==> src/rtl/pipe_pkg.sv <==
// Shared types and constants for the pipeline hazard controller.
package pipe_pkg;

   // Divider sequencer states
   typedef enum logic {
      IDLE = 1'b0,
      RUN  = 1'b1
   } div_state_t;

   // Architectural register $0 never creates a dependency
   localparam logic [4:0] REG_ZERO = 5'd0;

   // Default divider latency in cycles
   localparam int DIV_CYCLES_DEF = 32;

endpackage

==> src/rtl/pipe_hazard_ctrl_div_seq.sv <==
// Divider sequencer: issues a one-cycle start pulse and holds busy for
// DIV_CYCLES cycles once a divide is accepted. A started divide always
// runs to completion unless the pipeline is reset.
module div_seq
   import pipe_pkg::*;
#(
   parameter int DIV_CYCLES = DIV_CYCLES_DEF
) (
   input  logic clk,
   input  logic rst,
   input  logic div_accept,
   output logic div_start,
   output logic div_busy
);

   localparam logic [5:0] CNT_INIT = 6'(DIV_CYCLES);

   div_state_t state;
   logic [5:0] cnt;

   // State, down-counter and start pulse; the pulse is only ever high in the
   // first RUN cycle because it is cleared on every other edge.
   always_ff @(posedge clk) begin
      if (!rst) begin
         state     <= IDLE;
         cnt       <= '0;
         div_start <= 1'b0;
      end else begin
         div_start <= 1'b0;
         case (state)
            IDLE: begin
               if (div_accept) begin
                  state     <= RUN;
                  cnt       <= CNT_INIT;
                  div_start <= 1'b1;
               end
            end
            RUN: begin
               if (cnt == 6'd1) begin
                  state <= IDLE;
                  cnt   <= '0;
               end else begin
                  cnt <= cnt - 6'd1;
               end
            end
            default: begin
               state <= IDLE;
               cnt   <= '0;
            end
         endcase
      end
   end

   assign div_busy = (state == RUN);

endmodule

==> src/rtl/pipe_hazard_ctrl.sv <==
// Hazard and sequencing controller for the 5-stage pipeline: load-use and
// HI/LO-while-dividing stalls, taken-branch flushes, divider sequencing and
// a saturating stall-cycle counter.
module pipe_hazard_ctrl
   import pipe_pkg::*;
#(
   parameter int DIV_CYCLES = DIV_CYCLES_DEF,
   parameter int CNT_W      = 16
) (
   input  logic             clk,
   input  logic             rst,
   input  logic [4:0]       id_rs,
   input  logic [4:0]       id_rt,
   input  logic             id_uses_rs,
   input  logic             id_uses_rt,
   input  logic             id_is_div,
   input  logic             id_reads_hilo,
   input  logic             ex_mem_read,
   input  logic [4:0]       ex_rt,
   input  logic             ex_branch_taken,
   output logic             pc_write,
   output logic             if_id_write,
   output logic             if_id_flush,
   output logic             id_ex_flush,
   output logic             div_start,
   output logic             div_busy,
   output logic [CNT_W-1:0] stall_cycles
);

   localparam logic [CNT_W-1:0] CNT_MAX = '1;

   logic load_use;
   logic hilo_hz;
   logic stall;
   logic div_accept;
   logic seq_busy;

   // Busy is forced low while reset is held so nothing looks in-flight
   assign div_busy = seq_busy & rst;

   // Hazard detection; a taken branch kills the ID instruction, so it
   // neither stalls nor hands a divide to the sequencer.
   always_comb begin
      load_use   = ex_mem_read && (ex_rt != REG_ZERO) &&
                   ((id_uses_rs && (id_rs == ex_rt)) ||
                    (id_uses_rt && (id_rt == ex_rt)));
      hilo_hz    = div_busy && (id_reads_hilo || id_is_div);
      stall      = (load_use || hilo_hz) && !ex_branch_taken;
      div_accept = id_is_div && !stall && !ex_branch_taken;
   end

   // Pipeline register controls, all forced to their safe values in reset
   always_comb begin
      pc_write    = !stall || !rst;
      if_id_write = !stall || !rst;
      if_id_flush = ex_branch_taken || !rst;
      id_ex_flush = stall || ex_branch_taken || !rst;
   end

   // Saturating stall-cycle counter for performance measurement
   always_ff @(posedge clk) begin
      if (!rst) begin
         stall_cycles <= '0;
      end else if (stall && (stall_cycles != CNT_MAX)) begin
         stall_cycles <= stall_cycles + 1'b1;
      end
   end

   div_seq #(
      .DIV_CYCLES (DIV_CYCLES)
   ) u_div_seq (
      .clk        (clk),
      .rst        (rst),
      .div_accept (div_accept),
      .div_start  (div_start),
      .div_busy   (seq_busy)
   );

endmodule

==> config.mk <==
export PLATFORM = sky130hd
export DESIGN_NAME = pipe_hazard_ctrl
export DESIGN_NICKNAME = d
export VERILOG_FILES = /design/src/rtl/pipe_pkg.sv /design/src/rtl/pipe_hazard_ctrl_div_seq.sv /design/src/rtl/pipe_hazard_ctrl.sv
export SDC_FILE = /design/constraint.sdc
export NUM_CORES = 1
export LEC_CHECK = 0
export CAP_MARGIN = 15
export CORE_AREA = 2 2 80 44
export CTS_CLUSTER_DIAMETER = 40
export DETAILED_ROUTE_END_ITERATION = 8
export DIE_AREA = 0 0 82 46
export PLACE_DENSITY = 0.82
export SYNTH_ARGS = -nofsm -noshare
export SYNTH_HDL_FRONTEND = slang
export SYNTH_SLANG_ARGS = --single-unit
==> constraint.sdc <==
create_clock -name clk -period 5.6 [get_ports clk]
set_clock_uncertainty 0.15 [all_clocks]
set_input_delay 1.12 -clock clk [delete_from_list [all_inputs] [get_ports clk]]
set_output_delay 1.12 -clock clk [all_outputs]
set_load 0.01 [all_outputs]
==> metrics.md, run 1 <==
| Metric | Value |
|---|---|
| TritonCTS Sinks | `24` |
| Area growth, synth to finish | `34.98%` |
| Final Cycle Share | `0.8025` |
| Global route overflow | `0` |
| First-pass DRT Iterations | `4` |
| DR WL/cell | `13.52 microns` |
| Largest net degree at the start of global routing | `19` |
| Vias per Instance | `5.344` |
| Die area | `3772 sq um` |
| Hold_buf cts | `0` |
| PwrDens | `190.6 nW/um^2` |
| Buffers on Ports | `44` |
| Initial antenna violation count | `0` |
| Tot Pwr | `378.2 uW` |
| Peak supply drop | `0.1163 mV` |
| Layout cells sized above 1 | `0.08057` |
| Post-synthesis register bit count | `24` |
| Row count | `15` |
| Core box area | `3153 sq um` |
| Crit path DAT | `3220 ps` |
| I/O Pins | `45` |
| Syn Nets | `195` |
| Post-Syn Area | `1470 sq um` |
| RSZ-0062 raised after global routing | `no` |
| Final WL | `3.421 mm` |
| Min Tclk post-route | `4494 ps` |
| Main combinational cell family by area after synthesis | `simple AND/OR/NAND/NOR gates` |
| Startpoint types | `input pin` |
| Worst setup EP type | `primary output` |
| Cells after Synth | `169` |
| Post-synth EDFFs | `0` |
| DRC | `0` |
| Htree depth | `1` |
| Synth Area in Simple Gates | `0.3055` |
| Layout Nets | `238` |
| Total track usage | `0.1960` |
| Final setup vio count | `0` |
| Final Hold Fails | `0` |
| TritonCTS clock tree | `built` |
| Inserted Clock Buffers | `3` |
| Mapped Avg Cell Area | `8.699 sq um` |
| Slew Limit Headroom | `0.5796` |
| Synth Area in Compound Gates | `0.1600` |
| Vias | `1352` |
| CP required | `4330 ps` |
| PostCTS Resize Cnt | `0` |
| N_diodes | `0` |
| Post-synthesis async set-or-reset flop share | `0` |
| Chip height | `46 microns` |
| Post-Synth XOR/XNOR Area | `0.1251` |
| Pleak | `0.0006946 uW` |
| Setup TNS | `0 ps` |
| Mux contribution to synthesized area | `0.01362` |
| Initial Util | `0.4663` |
| Critical Path Fanout Max | `3` |
| First-pass GRT wire length | `5.464 mm` |
| Worst-Skew Late Latency | `270 ps` |
| Worst min path class | `reg2reg` |
| FMAX | `222.5 MHz` |
| GPL Wtd Cong | `0.8658` |
| Dominant synthesized flop cell | `dfxtp_1` |
| Remaining antenna violation count | `0` |
| Die span in x | `82 microns` |
| Outcome | `finished, final reports clean` |
| Root Buffer | `clkbuf_8` |
| Clock Path Buffers | `2` |
| Yosys warning count | `0` |
| Setup CP Type | `in2out` |
| Number of global-route vias before repair | `1202` |
| DP HPWL | `2.652 mm` |
| Initial drt markers | `44` |
| Worst-path clk slew | `90 ps` |
| Count of pins over their slew limit | `0` |
| Sequential area share after synthesis | `0.3268` |
| Tightest Pin Transition | `628.6 ps` |
| Max_cap viols | `0` |
| Synth Area in Adders | `0.02553` |
| Yosys cell types | `49` |
| Post-CTS setup buffers | `0` |
logic make-up (layout without fill, tap and decap cells):
family / Yosys count / in the layout
AO/OA/AOI/OAI: 24 / 24
XOR/XNOR: 21 / 21
adder cells (fa/ha/maj): 3 / 3
buffers and inverters: 14 / 56
flip-flops: 24 / 24
multiplexers: 2 / 2
AND/OR/NAND/NOR: 81 / 81
layout make-up:
cell class	instances	area [sq um]
tap	42	52.55
timing repair buffer	44	440.4
sequential	24	480.5
inverter	8	30.03
clock buffer	4	55.05
multi-input combinational	131	925.9
fill	282	1169
where the power goes:
| group | internal (uW) | switching [uW] |
|---|---|---|
| clock network | 62.9 | 56.7 |
| registers | 177 | 5.95 |
| logic | 40.1 | 35.9 |
| total | 280 | 98.6 |
cell usage after synthesis, types with 3 or more instances:
cell	n	area, sq um
and2_1	4	25.02
and3_1	5	31.28
clkbuf_1	4	15.01
dfxtp_1	24	480.5
ha_1	3	37.54
inv_1	8	30.03
nand2_1	16	60.06
nand3_1	13	65.06
nand4_1	6	37.54
nor2_1	13	48.80
nor3_1	4	20.02
or2b_1	4	30.03
xnor2_1	15	131.4
xor2_1	6	52.55
routing by layer:
layer | routed length, microns | GRT usage
met5 | 0 | 0
met3 | 271 | 0.06746
met1 | 1699 | 0.2509
met4 | 23 | 0.06333
met2 | 1426 | 0.3138
stage by stage:
step | cells | cell area (sq um) | hold slack [ps] | setup WS, ps | util
final | 253 | 1984 | 376.8 | 1106 | 0.6294
after floorplan | 169 | 1470 | 343.9 | 2029 | -
after CTS | 253 | 1984 | 382.1 | 1094 | 0.6294
after global placement | 249 | 1929 | 333.5 | 1161 | 0.6119
after global routing | 253 | 1984 | 406.9 | 962.5 | 0.6294
after detailed placement | 249 | 1929 | 368.4 | 1092 | 0.6119
flip-flops by register name (all words and copies together), names as in the netlist:
name	cells
stall_cycles	16
u_div_seq.cnt	6
u_div_seq.div_busy	1
u_div_seq.div_start	1
worst max-delay path: stages:
cell             delay, ps
clkdlybuf4s50_1        470
or4_1                  550
o21ai_2                200
inv_1                   90
nand2_1                110
a21o_1                 150
clkdlybuf4s50_1        540
worst paths after layout:
path	from	end	slack, ps	depth (start not counted)
hold / removal	stall_cycles[9]	stall_cycles[9]	380	2
setup / recovery	ex_rt[1]	if_id_write	1110	7
setup reg to reg	u_div_seq.div_busy	stall_cycles[7]	3260	6
hold reg to reg	stall_cycles[9]	stall_cycles[9]	380	2
cell usage in the layout (no fill, tap or decap), drive strengths merged, types with 2 or more instances in the layout:
cell type	synthesis	layout
nand3b	2	2
nor3	5	5
or3	2	2
nor2	13	13
nand2	17	17
or2b	4	4
ha	3	3
o31ai	2	2
nor4	3	3
a21oi	2	2
mux2i	2	2
dfxtp	24	24
and2	5	5
inv	8	8
nand3	13	13
o311ai	3	3
xnor2	15	15
clkbuf	4	4
o41ai	3	3
and3	5	5
xor2	6	6
nand4	7	7
clkdlybuf4s50	0	44
o21ai	5	5
Power figures use the tool's default switching activity.
==> run 2: changes to the inputs <==
--- a/config.mk
+++ b/config.mk
@@ -6,11 +6,11 @@
 export NUM_CORES = 1
 export LEC_CHECK = 0
 export CAP_MARGIN = 15
-export CORE_AREA = 2 2 80 44
+export CORE_AREA = 2 2 83 45
 export CTS_CLUSTER_DIAMETER = 40
 export DETAILED_ROUTE_END_ITERATION = 8
-export DIE_AREA = 0 0 82 46
-export PLACE_DENSITY = 0.82
+export DIE_AREA = 0 0 85 47
+export PLACE_DENSITY = 0.78
 export SYNTH_ARGS = -nofsm -noshare
 export SYNTH_HDL_FRONTEND = slang
 export SYNTH_SLANG_ARGS = --single-unit
==> constraint.sdc (replaced) <==
create_clock -name clk -period 4.7 [get_ports clk]
set_clock_uncertainty 0.15 [all_clocks]
set_input_delay 0.94 -clock clk [delete_from_list [all_inputs] [get_ports clk]]
set_output_delay 0.94 -clock clk [all_outputs]
set_load 0.01 [all_outputs]
==> run 2 against run 1 <==
  * Wire length up 0.29%
  * Count of clock-buffer cells in the layout is the same
  * Sequential share of layout area fell by 0.091 points
  * Clock power rose by 19%
  * Register-to-register slack got worse by 920 ps
  * Die area is 5.9% higher
  * Critical path type unchanged
  * Critical endpoint unchanged
  * Largest power group unchanged
==> metrics.md, run 2 (synthesis gave the netlist of run 1 again) <==
| Metric | Value |
|---|---|
| Cell family with most CP delay | `buffers and inverters` |
| Initial antenna violation count | `0` |
| Crit path DAT | `3030 ps` |
| WP buf/inv | `3` |
| Outcome | `finished, final reports clean` |
| GPL Wtd Cong | `0.7731` |
| Crit-path max cell delay | `560 ps` |
| Max reg flops | `16` |
| Setup TNS | `0 ps` |
| Hold_buf cts | `0` |
| Die span in x | `85 microns` |
| Worst-Skew Late Latency | `270 ps` |
| Global route overflow | `0` |
| Setup CP Type | `in2out` |
| Largest net degree at the start of global routing | `14` |
| Final Hold Fails | `0` |
| Initial drt markers | `38` |
| Root Buffer | `clkbuf_8` |
| Largest registers | `stall_cycles (16), u_div_seq.cnt (6)` |
| Inserted Clock Buffers | `3` |
| Largest Register | `stall_cycles` |
| Max_cap viols | `0` |
| Commonest non-fill, non-tap cell in the layout | `clkdlybuf4s50_1` |
| First-pass GRT wire length | `5.747 mm` |
| Clk pwr share | `0.317` |
| DP HPWL | `2.639 mm` |
| Sw frac | `0.2628` |
| I/O Pins | `45` |
| TritonCTS clock tree | `built` |
| First-pass DRT Iterations | `4` |
| Core box area | `3284 sq um` |
| CP required | `3610 ps` |
| Min Tclk post-route | `4124 ps` |
| Clock Path Buffers | `2` |
| Area growth, synth to finish | `35.49%` |
| N_diodes | `0` |
| PostCTS Resize Cnt | `0` |
| DRC | `0` |
| Worst setup EP type | `primary output` |
| Die area | `3995 sq um` |
| Metal-1 WL | `1.860 mm` |
| Startpoint types | `input pin` |
| Htree depth | `1` |
| Layout Nets | `239` |
| Initial Util | `0.4476` |
| Count of pins over their slew limit | `0` |
| Vias | `1359` |
| Final Cycle Share | `0.8774` |
| Met3 WL | `221 microns` |
| TritonCTS Sinks | `24` |
| Slew Limit Headroom | `0.6212` |
| Final WL | `3.431 mm` |
| Final setup vio count | `0` |
| Top Metal Used | `met4` |
| PwrDens | `227.3 nW/um^2` |
| Pre-CTS WS | `577.1 ps` |
| Slowest-stage cell, CP | `or4_1` |
| Peak supply drop | `0.1220 mV` |
| Buffers on Ports | `44` |
| Commonest non-fill, non-tap cells in the layout | `44 x clkdlybuf4s50_1, 24 x dfxtp_1, 16 x nand2_1` |
| Total track usage | `0.1861` |
| Combinational power share | `0.203` |
| RSZ-0062 raised after global routing | `no` |
| Psw | `119.0 uW` |
| Reg power frac | `0.481` |
| Worst min path class | `reg2reg` |
| FMAX | `242.5 MHz` |
| Post-CTS setup buffers | `0` |
| Chip height | `47 microns` |
| Critical Path Fanout Max | `3` |
| Layout cells sized above 1 | `0.08491` |
| Worst-path clk slew | `90 ps` |
| Pleak | `0.0006994 uW` |
| Tightest Pin Transition | `568.2 ps` |
| Number of global-route vias before repair | `1195` |
| Remaining antenna violation count | `0` |
| CP Cell Sequence | `clkdlybuf4s50_1 -> or4_1 -> o21ai_2 -> inv_1 -> nand2_1 -> a21o_1 -> clkdlybuf4s50_1` |
| Most frequent CP cell | `clkdlybuf4s50_1` |
| Met2 wire len | `1.317 mm` |
| DR WL/cell | `13.51 microns` |
| Crit path setup slack, layout | `576.0 ps` |
| Vias per Instance | `5.350` |
| Power Internal | `333.8 uW` |
| Row count | `15` |
run 2: cell count changes in the layout (fill, tap and decap cells not counted):
cell / before / now
buf_4: 0 / 1
run 2: final timing paths:
path / startpoint / slack (ps) / end / cells after the start
max reg2reg: u_div_seq.div_busy / 2340 / stall_cycles[6] / 6
max: ex_rt[1] / 580 / if_id_write / 7
min reg2reg: stall_cycles[9] / 360 / stall_cycles[9] / 2
min: stall_cycles[9] / 360 / stall_cycles[9] / 2
run 2: per-layer routing:
metal	vias to the layer above	track usage
met3	5	0.04921
met2	35	0.2641
met5	-	0
li1	697	-
met4	0	0.04762
met1	622	0.2791
run 2: per-stage QoR:
step	cells	utilization	area (sq um)	total power, uW	hold WS, ps
global route	254	0.6065	1992	473.7	393.3
finish	254	0.6065	1992	452.8	358.8
detailed placement	250	0.5897	1937	313.4	348.5
floorplan	169	-	1470	275.4	343.9
CTS	254	0.6065	1992	458.4	363.8
global placement	250	0.5897	1937	312.4	345.2
run 2: cell type report:
cell class,count,area (sq um)
fillers,269,1292
multi-input cells,131,925.9
flip-flops and latches,24,480.5
repair buffers,45,447.9
clock buffers,4,55.05
well taps,42,52.55
inverters,8,30.03
run 2: power by group through the flow:
stage,Combinational (uW),Clock (uW),Sequential [uW]
final,91.7,143,218
after global routing,101,153,219
after CTS,91.7,149,217
after detailed placement,91.1,0,222
after global placement,90.4,0,222
after floorplan,56.1,0,219
run 2: worst min-delay path: stages (launching register included):
cell and delay (ps):
dfxtp_1 350, nand2_1 60, mux2i_1 50
==> run 3: changes to the inputs <==
==> constraint.sdc (replaced) <==
create_clock -name clk -period 3.8 [get_ports clk]
set_clock_uncertainty 0.15 [all_clocks]
set_input_delay 0.76 -clock clk [delete_from_list [all_inputs] [get_ports clk]]
set_output_delay 0.76 -clock clk [all_outputs]
set_load 0.01 [all_outputs]
==> run 3 against run 2 <==
  * Wire length rose by 2.6%
  * Non-clock buffer count is 3 higher
  * Via count is 1.4% higher
  * Sequential cell count is the same
  * Register-to-register slack got worse by 910 ps
==> metrics.md, run 3 (synthesis gave the netlist of run 1 again) <==
| Metric | Value |
|---|---|
| Hold_buf cts | `0` |
| Chip height | `47 microns` |
| Total track usage | `0.1920` |
| Min Tclk post-route | `3569 ps` |
| Largest registers | `stall_cycles (16), u_div_seq.cnt (6)` |
| Peak supply drop | `0.1692 mV` |
| GPL Wtd Cong | `0.7900` |
| Crit path DAT | `2660 ps` |
| Sequential cell area | `480.5 sq um` |
| Area growth, synth to finish | `37.36%` |
| Die span in x | `85 microns` |
| Startpoint types | `input pin` |
| Inserted Clock Buffers | `3` |
| RSZ-0062 raised after global routing | `no` |
| First-pass DRT Iterations | `4` |
| Count of pins over their slew limit | `0` |
| Vias | `1378` |
| FMAX | `280.2 MHz` |
| Worst-Skew Late Latency | `260 ps` |
| Critical Path Fanout Max | `3` |
| # fillers | `293` |
| Setup CP Type | `in2out` |
| Worst-path clk slew | `80 ps` |
| Final Cycle Share | `0.9391` |
| Root Buffer | `clkbuf_8` |
| Most frequent CP cell | `clkdlybuf4s50_1` |
| Slowest-stage cell, CP | `or4_1` |
| Initial Util | `0.4476` |
| Max reg flops | `16` |
| I/O Pins | `45` |
| DRC | `0` |
| Outcome | `finished, final reports clean` |
| Remaining antenna violation count | `0` |
| Layout cells sized above 1 | `0.09767` |
| Multi-input logic area | `925.9 sq um` |
| Initial antenna violation count | `0` |
| Largest Register | `stall_cycles` |
| Cell family with most CP delay | `buffers and inverters` |
| Pleak | `0.0007141 uW` |
| DP HPWL | `2.678 mm` |
| Crit-path max cell delay | `550 ps` |
| DR WL/cell | `13.70 microns` |
| Row count | `15` |
| N_diodes | `0` |
| Final setup vio count | `0` |
| CP required | `2890 ps` |
| Design Area, Final | `2019 sq um` |
| Vias per Instance | `5.362` |
| Core box area | `3284 sq um` |
| Number of global-route vias before repair | `1213` |
| Largest net degree at the start of global routing | `14` |
| Setup TNS | `0 ps` |
| Commonest non-fill, non-tap cells in the layout | `42 x clkdlybuf4s50_1, 24 x dfxtp_1, 16 x nand2_1` |
| Slew Limit Headroom | `0.6613` |
| Worst min path class | `reg2reg` |
| Final Hold Fails | `0` |
| Post-CTS setup buffers | `0` |
| Buffers on Ports | `44` |
| First-pass GRT wire length | `5.968 mm` |
| Tightest Pin Transition | `506.4 ps` |
| TritonCTS clock tree | `built` |
| Cell area after placement | `1959 sq um` |
| PwrDens | `276.9 nW/um^2` |
| Max_cap viols | `0` |
| Final WL | `3.520 mm` |
| Worst setup EP type | `primary output` |
| CP Cell Sequence | `clkdlybuf4s50_1 -> or4_1 -> o21ai_2 -> inv_1 -> nand2_1 -> nand3b_1 -> clkdlybuf4s50_1` |
| WP buf/inv | `3` |
| Commonest non-fill, non-tap cell in the layout | `clkdlybuf4s50_1` |
| Layout Nets | `242` |
| Htree depth | `1` |
| Global route overflow | `0` |
| TritonCTS Sinks | `24` |
| Clock Path Buffers | `2` |
| Die area | `3995 sq um` |
| Initial drt markers | `64` |
## run 3: cell count changes in the layout (fill, tap and decap cells not counted), sizes merged
cell / change
buf: +3
clkdlybuf4s50: -2
dlymetal6s2s: +2
## run 3: worst paths after layout
check / startpoint / end / slack (ps) / cells after the start
setup / recovery: ex_rt[2] / id_ex_flush / 230 / 7
hold / removal: stall_cycles[9] / stall_cycles[9] / 350 / 2
setup reg to reg: u_div_seq.div_busy / stall_cycles[6] / 1430 / 6
hold reg to reg: stall_cycles[9] / stall_cycles[9] / 350 / 2
## run 3: area by class of cell
class	instances	share of cell area
clock buffer	4	0.02726
timing repair buffer	48	0.2354
sequential	24	0.2379
tap	42	0.02602
multi-input combinational	131	0.4585
inverter	8	0.01487
## run 3: power by group
part | switching [uW] | internal, uW
Sequential | 8.88 | 260
Combinational | 54.9 | 62.0
Clock | 80.7 | 92.5
## run 3: timing repair
item                       4_1_cts  5_1_grt
hold endpoints to repair         0        0
gates resized for setup          0        2
setup endpoints to repair        0        2
## run 3: metal layers
metal  share of wire  vias to the layer above  track usage
met2            0.38                       49       0.2656
met4          0.0023                        0      0.02857
met1            0.56                      630       0.2989
met3           0.065                        2      0.05272
met5               0                        -            0
li1                -                      697            -
## run 3: per-stage QoR
| step | hold slack [ps] | setup WS, ps | instances | util | total power (uW) |
|---|---|---|---|---|---|
| 2_1_floorplan | 343.9 | 949.1 | 169 | - | 340.7 |
| 3_3_place_gp | 351.8 | 151.8 | 253 | 0.5966 | 389.1 |
| 3_5_place_dp | 342.1 | 127.4 | 253 | 0.5966 | 390.8 |
| 4_1_cts | 356.8 | 123.7 | 257 | 0.6133 | 562.8 |
| 5_1_grt | 376.6 | 108.6 | 257 | 0.6149 | 591.5 |
| 6_report | 355.0 | 231.4 | 257 | 0.6149 | 559.3 |
## run 3: worst reg2reg max path, delay by kind of cell (launching register included)
kind	cells	cell delay, ps
simple gates	3	900
compound gates	3	720
flops	1	530
